`config.mk`:
```
export PLATFORM = sky130hd
export DESIGN_NAME = bp_corr_predictor
export DESIGN_NICKNAME = d
export VERILOG_FILES = /design/src/rtl/bp_corr_predictor_pkg.sv /design/src/rtl/bp_corr_predictor_ctr_table.sv /design/src/rtl/bp_corr_predictor.sv
export SDC_FILE = /design/constraint.sdc
export NUM_CORES = 1
export LEC_CHECK = 0
export ABC_AREA = 1
export CORE_MARGIN = 1
export CORE_UTILIZATION = 45
export CTS_CLUSTER_DIAMETER = 40
export DETAILED_ROUTE_END_ITERATION = 10
export PLACE_DENSITY_LB_ADDON = 0.08
export SLEW_MARGIN = 10
export SYNTH_ARGS = -nofsm -noshare
export SYNTH_HDL_FRONTEND = slang
export SYNTH_HIERARCHICAL = 1
export SYNTH_SLANG_ARGS = --single-unit
export TNS_END_PERCENT = 5
```
`constraint.sdc`:
```
create_clock -name clk -period 5.6 [get_ports clk]
set_clock_uncertainty 0.1 [all_clocks]
set_input_delay 1.12 -clock clk [delete_from_list [all_inputs] [get_ports clk]]
set_output_delay 1.12 -clock clk [all_outputs]
set_load 0.005 [all_outputs]
```
`src/rtl/bp_corr_predictor_pkg.sv`:
```
// Shared constants and counter helpers for the correlating branch predictor.
package bp_pkg;

  localparam int IDX_CONCAT = 0;
  localparam int IDX_GSHARE = 1;

  typedef logic [63:0] bp_word_t;

  function automatic bp_word_t ctr_init(input int width);
    return (64'd1 << (width - 1)) - 64'd1;
  endfunction

  function automatic bp_word_t ctr_next(input bp_word_t value, input logic taken, input int width);
    bp_word_t max_v;
    max_v = (64'd1 << width) - 64'd1;
    if (taken) return (value == max_v) ? value : value + 64'd1;
    else       return (value == 64'd0) ? value : value - 64'd1;
  endfunction

  function automatic bp_word_t sat_inc(input bp_word_t value, input int width);
    bp_word_t max_v;
    max_v = (64'd1 << width) - 64'd1;
    return (value == max_v) ? value : value + 64'd1;
  endfunction

endpackage

```
`src/rtl/bp_corr_predictor_ctr_table.sv`:
```
// Saturating-counter array: combinational read, synchronous write, reset to weakly-not-taken.
module bp_ctr_table
  import bp_pkg::*;
#(
  parameter int DEPTH_W = 5,
  parameter int CTR_W   = 2
) (
  input  logic               clk,
  input  logic               reset,
  input  logic [DEPTH_W-1:0] rd_idx,
  output logic [CTR_W-1:0]   rd_ctr,
  input  logic               wr_en,
  input  logic [DEPTH_W-1:0] wr_idx,
  input  logic [CTR_W-1:0]   wr_ctr
);

  localparam int                DEPTH  = 1 << DEPTH_W;
  localparam bp_word_t          INIT_W = ctr_init(CTR_W);
  localparam logic [CTR_W-1:0]  INIT_V = INIT_W[CTR_W-1:0];

  logic [CTR_W-1:0] table_q [DEPTH];
  logic [CTR_W-1:0] table_d [DEPTH];

  assign rd_ctr = table_q[rd_idx];

  always_comb begin
    table_d = table_q;
    if (wr_en) table_d[wr_idx] = wr_ctr;
  end

  always_ff @(posedge clk) begin
    if (reset) begin
      for (int i = 0; i < DEPTH; i++) table_q[i] <= INIT_V;
    end else begin
      table_q <= table_d;
    end
  end

endmodule

```
`src/rtl/bp_corr_predictor.sv`:
```
// (m,n) correlating branch predictor with global history and a saturating mispredict count.
// Optional BP_STATS_EN adds a saturating count of valid lookups; otherwise lookups is tied to 0.
module bp_corr_predictor
  import bp_pkg::*;
#(
  parameter int GHR_W      = 4,
  parameter int CTR_W      = 2,
  parameter int BR_IDX_W   = 1,
  parameter int INDEX_MODE = 0,
  parameter int MISS_W     = 32
) (
  input  logic                clk,
  input  logic                reset,
  input  logic                valid,
  input  logic [BR_IDX_W-1:0] branch_id,
  input  logic                outcome,
  output logic [CTR_W-1:0]    predict,
  output logic                pred_taken,
  output logic [GHR_W-1:0]    global_history,
  output logic [MISS_W-1:0]   mismatch,
  output logic [MISS_W-1:0]   lookups
);

  localparam int DEPTH_W = (INDEX_MODE == IDX_GSHARE) ? GHR_W : BR_IDX_W + GHR_W;

  logic [GHR_W-1:0]   ghr_q, ghr_d, ghr_shift;
  logic [MISS_W-1:0]  mismatch_q, mismatch_d;
  logic [DEPTH_W-1:0] idx;
  logic [CTR_W-1:0]   wr_ctr;

  generate
    if (INDEX_MODE == IDX_GSHARE) begin : g_gshare
      logic [GHR_W-1:0] bid_ext;
      if (BR_IDX_W >= GHR_W) begin : g_trunc
        assign bid_ext = branch_id[GHR_W-1:0];
      end else begin : g_zext
        assign bid_ext = {{(GHR_W-BR_IDX_W){1'b0}}, branch_id};
      end
      assign idx = ghr_q ^ bid_ext;
    end else begin : g_concat
      assign idx = {branch_id, ghr_q};
    end

    if (GHR_W == 1) begin : g_ghr1
      assign ghr_shift = outcome;
    end else begin : g_ghrn
      assign ghr_shift = {ghr_q[GHR_W-2:0], outcome};
    end
  endgenerate

  bp_ctr_table #(
    .DEPTH_W (DEPTH_W),
    .CTR_W   (CTR_W)
  ) u_table (
    .clk    (clk),
    .reset  (reset),
    .rd_idx (idx),
    .rd_ctr (predict),
    .wr_en  (valid),
    .wr_idx (idx),
    .wr_ctr (wr_ctr)
  );

  assign pred_taken     = predict[CTR_W-1];
  assign global_history = ghr_q;
  assign mismatch       = mismatch_q;

  // Pre-update counter drives both the prediction compare and the write-back step.
  always_comb begin
    ghr_d      = ghr_q;
    mismatch_d = mismatch_q;
    wr_ctr     = CTR_W'(ctr_next(bp_word_t'(predict), outcome, CTR_W));
    if (valid) begin
      ghr_d = ghr_shift;
      if (pred_taken != outcome)
        mismatch_d = MISS_W'(sat_inc(bp_word_t'(mismatch_q), MISS_W));
    end
  end

  always_ff @(posedge clk) begin
    if (reset) begin
      ghr_q      <= '0;
      mismatch_q <= '0;
    end else begin
      ghr_q      <= ghr_d;
      mismatch_q <= mismatch_d;
    end
  end

`ifdef BP_STATS_EN
  logic [MISS_W-1:0] lookups_q, lookups_d;

  always_comb begin
    lookups_d = lookups_q;
    if (valid) lookups_d = MISS_W'(sat_inc(bp_word_t'(lookups_q), MISS_W));
  end

  always_ff @(posedge clk) begin
    if (reset) lookups_q <= '0;
    else       lookups_q <= lookups_d;
  end

  assign lookups = lookups_q;
`else
  assign lookups = '0;
`endif

endmodule

```
==> flow_metrics.py <==
metrics = {
    "worst_setup_path": {
        "reg2reg_to": "u_table/table_q[2]$_SDFFE_PP1P_",
        "critPathMaxStageDelay_ps": 890,
        "r2r_slack_ps": 2020,
        "setup.worst_path.class": "register to output port",
        "startpoint_type": "register",
        "critical_path_buf_inv_count": 2,
        "crit_top_cell": "nand2_1",
        "cp-endpoint": "pred_taken",
        "path_depth": 10,
        "cp_max_fo": 22,
        "ff2ff_path_depth": 13,
        "worstSetupEndpointType": "output port",
        "crit_family": "buffers and inverters",
        "crit_required_ps": 4380,
        "cp_cell_sequence": "buf_4 -> nand2_1 -> nand3_1 -> nand3_1 -> nand2_1 -> nand2_1 -> nand2_1 -> nand2_1 -> nand2_1 -> clkdlybuf4s50_1",
        "cp-startpoint": "global_history[0]$_SDFFE_PP0P_",
        "arrival_ps": 2880,
        "slowest_stage": "dfxtp_1",
        "reg2reg_from": "global_history[0]$_SDFFE_PP0P_",
    },
    "worst_hold_path": {
        "hp-class": "register to register",
    },
    "pwr": {
        "switching_share": 0.273,
        "combPwrFrac": 0.126,
        "leakage_nw": 2.75,
        "peakVddDrop_mv": 0.146,
        "power_density_mw_per_mm2": 238,
        "power.switching_mw": 0.418,
        "intPower_mw": 1.11,
        "pwr-share-clk": 0.394,
        "seq_power_share": 0.480,
    },
    "timing": {
        "finalSetupTns_ps": 0,
        "report.final.slew_viol_count": 0,
        "rsz0062_at_grt": "false",
        "finalSetupViolCount": 0,
        "clock.fmax_mhz": 244,
        "relSlewSlack": 0.195,
        "worst_pin_slew_ps": 1210,
        "fin_crit_sh": 0.732,
        "hold_violations": 0,
        "fin_crit_ps": 4100,
    },
    "synthesis": {
        "synth_area_per_cell_um2": 6.75,
        "synthDistinctLibCells": 30,
        "ys_seq_area_frac": 0.339,
        "synth_edf_count": 0,
        "synthTopCellsByArea": "dfxtp_1, nand2_1, nor2_1",
        "synth.cells.most_frequent": "nand2_1, nor2_1, dfxtp_1",
        "netlist_instances": 874,
        "synth-seq-cells": 100,
        "yosysWarnings": 6,
        "synth_most_common_cell": "nand2_1",
        "netlist.area_leader.share": 0.339,
        "synth-main-ff-cell": "dfxtp_1",
        "synth_top_cell_by_area": "dfxtp_1",
        "syn_area_mm2": 0.00590,
        "async_flop_share": 0,
    },
    "clock_network": {
        "cts_sinks": 100,
        "cts_setup_buffers": 0,
        "postCtsHoldBufs": 0,
        "cts_tree": "yes",
        "numCtsBuffers": 9,
        "root_buffer": "clkbuf_16",
        "clk_pin_slew_ps": 70,
        "htree_levels": 3,
        "cts_resized": 0,
        "worstSkewPairLatency_ps": 350,
        "clockBufferDepth": 2,
    },
    "routing": {
        "totalWireLength_um": 15200,
        "remaining_drc_errors": 0,
        "routedWlPerCell_um": 14.2,
        "dr_total_vias": 5440,
        "dr.pass1.iters": 5,
        "avgViaCountPerCell": 5.07,
        "drt.antenna.violating_nets": 0,
        "drt-initial-drc-count": 385,
    },
    "job": {
        "cap_violations": 0,
    },
    "layout": {
        "diodes": 0,
        "layout.cells.non_filler": 1074,
        "fin_nets": 905,
        "syn_to_final_growth_pct": 9.31,
        "nFillCells": 1274,
        "drive_gt1_frac": 0.109,
    },
    "global_route": {
        "grt_remaining_overflow": 0,
        "grt_usage": 0.238,
        "antenna_found_initial": 0,
        "grt_first_pass_wirelength_um": 25000,
        "grt_pass1_vias": 5078,
        "grt_start_max_net_pins": 45,
    },
    "floorplanning": {
        "io-pin-count": 76,
        "core_area_mm2": 0.0127,
        "die_area_mm2": 0.0136,
        "fp-row-count": 41,
        "die_h_um": 116,
        "start_util": 0.464,
        "die_w_um": 116,
    },
    "place": {
        "dp_cells": 1060,
        "place_congestion": 0.876,
        "port_buffers": 43,
        "dp_hpwl_um": 10300,
    },
    "status": {
        "status": "completed",
    },
}
## worst min-delay path by stage
stage,startpoint,endpoint,slack [ps],cells past startpoint
3_5_place_dp,u_table/table_q[29]$_SDFFE_PP0P_,u_table/table_q[29]$_SDFFE_PP0P_,350,2
4_1_cts,u_table/table_q[29]$_SDFFE_PP0P_,u_table/table_q[29]$_SDFFE_PP0P_,360,2
2_1_floorplan,u_table/table_q[29]$_SDFFE_PP0P_,u_table/table_q[29]$_SDFFE_PP0P_,330,2
3_3_place_gp,u_table/table_q[45]$_SDFFE_PP0P_,u_table/table_q[45]$_SDFFE_PP0P_,350,2
6_report,u_table/table_q[29]$_SDFFE_PP0P_,u_table/table_q[29]$_SDFFE_PP0P_,360,2
5_1_grt,u_table/table_q[29]$_SDFFE_PP0P_,u_table/table_q[29]$_SDFFE_PP0P_,380,2
## logic make-up (layout without fill, tap and decap cells)
| kind of cell | count (synthesis) | count (layout) | synth area share |
|---|---|---|---|
| adders and majority gates | 1 | 1 | 0.00212 |
| other | 1 | 32 | 0.000636 |
| and+or+nand+nor | 517 | 517 | 0.405 |
| AOI/OAI and AO/OA | 100 | 100 | 0.105 |
| DFF | 100 | 100 | 0.339 |
| buffers and inverters | 155 | 152 | 0.148 |
## per-layer routing
| metal | GRT usage | wire length (um) | vias up |
|---|---|---|---|
| met1 | 0.305 | 7130 | 2531 |
| met5 | 0 | 0 | - |
| met3 | 0.0529 | 764 | 14 |
| met2 | 0.401 | 7170 | 131 |
| met4 | 0.0701 | 169 | 0 |
| li1 | - | - | 2764 |
## power by group through the flow
stage	sequential, mW	clock (mW)	combinational [mW]
floorplan	0.746	0	0.162
global placement	0.751	0	0.190
detailed placement	0.752	0	0.192
CTS	0.736	0.625	0.192
global route	0.737	0.649	0.215
finish	0.736	0.604	0.193
## worst reg2reg max path, cell delays in order (launching register included)
cell	delay (ps)
dfxtp_1	890
inv_8	230
nand2_1	150
nand3_1	80
nand3_1	100
nand2_1	80
nand2_1	60
nand2_1	90
nand2_1	70
nand2_1	110
nor2_1	230
o21ai_0	110
inv_1	870
o211ai_1	240
## registers in the layout (all words and copies together), names as in the netlist
signal	count
global_history	4
u_table/table_q	64
mismatch	32
## placed cells by master, fill, tap and decap left out, drive strengths merged, types with 3 or more instances in the layout
| cell | n |
|---|---|
| clkinv | 6 |
| inv | 86 |
| nand4 | 4 |
| clkbuf | 11 |
| nand2 | 220 |
| conb | 32 |
| nor2 | 182 |
| o21bai | 10 |
| nand3 | 107 |
| a21oi | 23 |
| nor3 | 3 |
| o211ai | 32 |
| clkdlybuf4s50 | 43 |
| buf | 5 |
| dfxtp | 100 |
| o21ai | 35 |
## per-stage QoR
step	worst slack [ps]	instance area (um2)	util	hold slack [ps]	power [mW]
finish	1500	6450	0.507	364	1.53
global route	1290	6450	0.507	380	1.60
CTS	1490	6450	0.507	363	1.55
detailed placement	1870	6170	0.485	352	0.944
global placement	1920	6170	0.485	352	0.941
floorplan	2920	6010	-	334	0.908
## final cells by class
class,count,area [um2],area share
inverters,90,348,0.0539
flip-flops and latches,100,2000,0.310
clock inverters,3,40.0,0.00621
repair buffers,48,468,0.0726
multi-input cells,650,3140,0.487
clock buffers,11,233,0.0361
well taps,172,215,0.0334
Power figures use the tool's default switching activity.
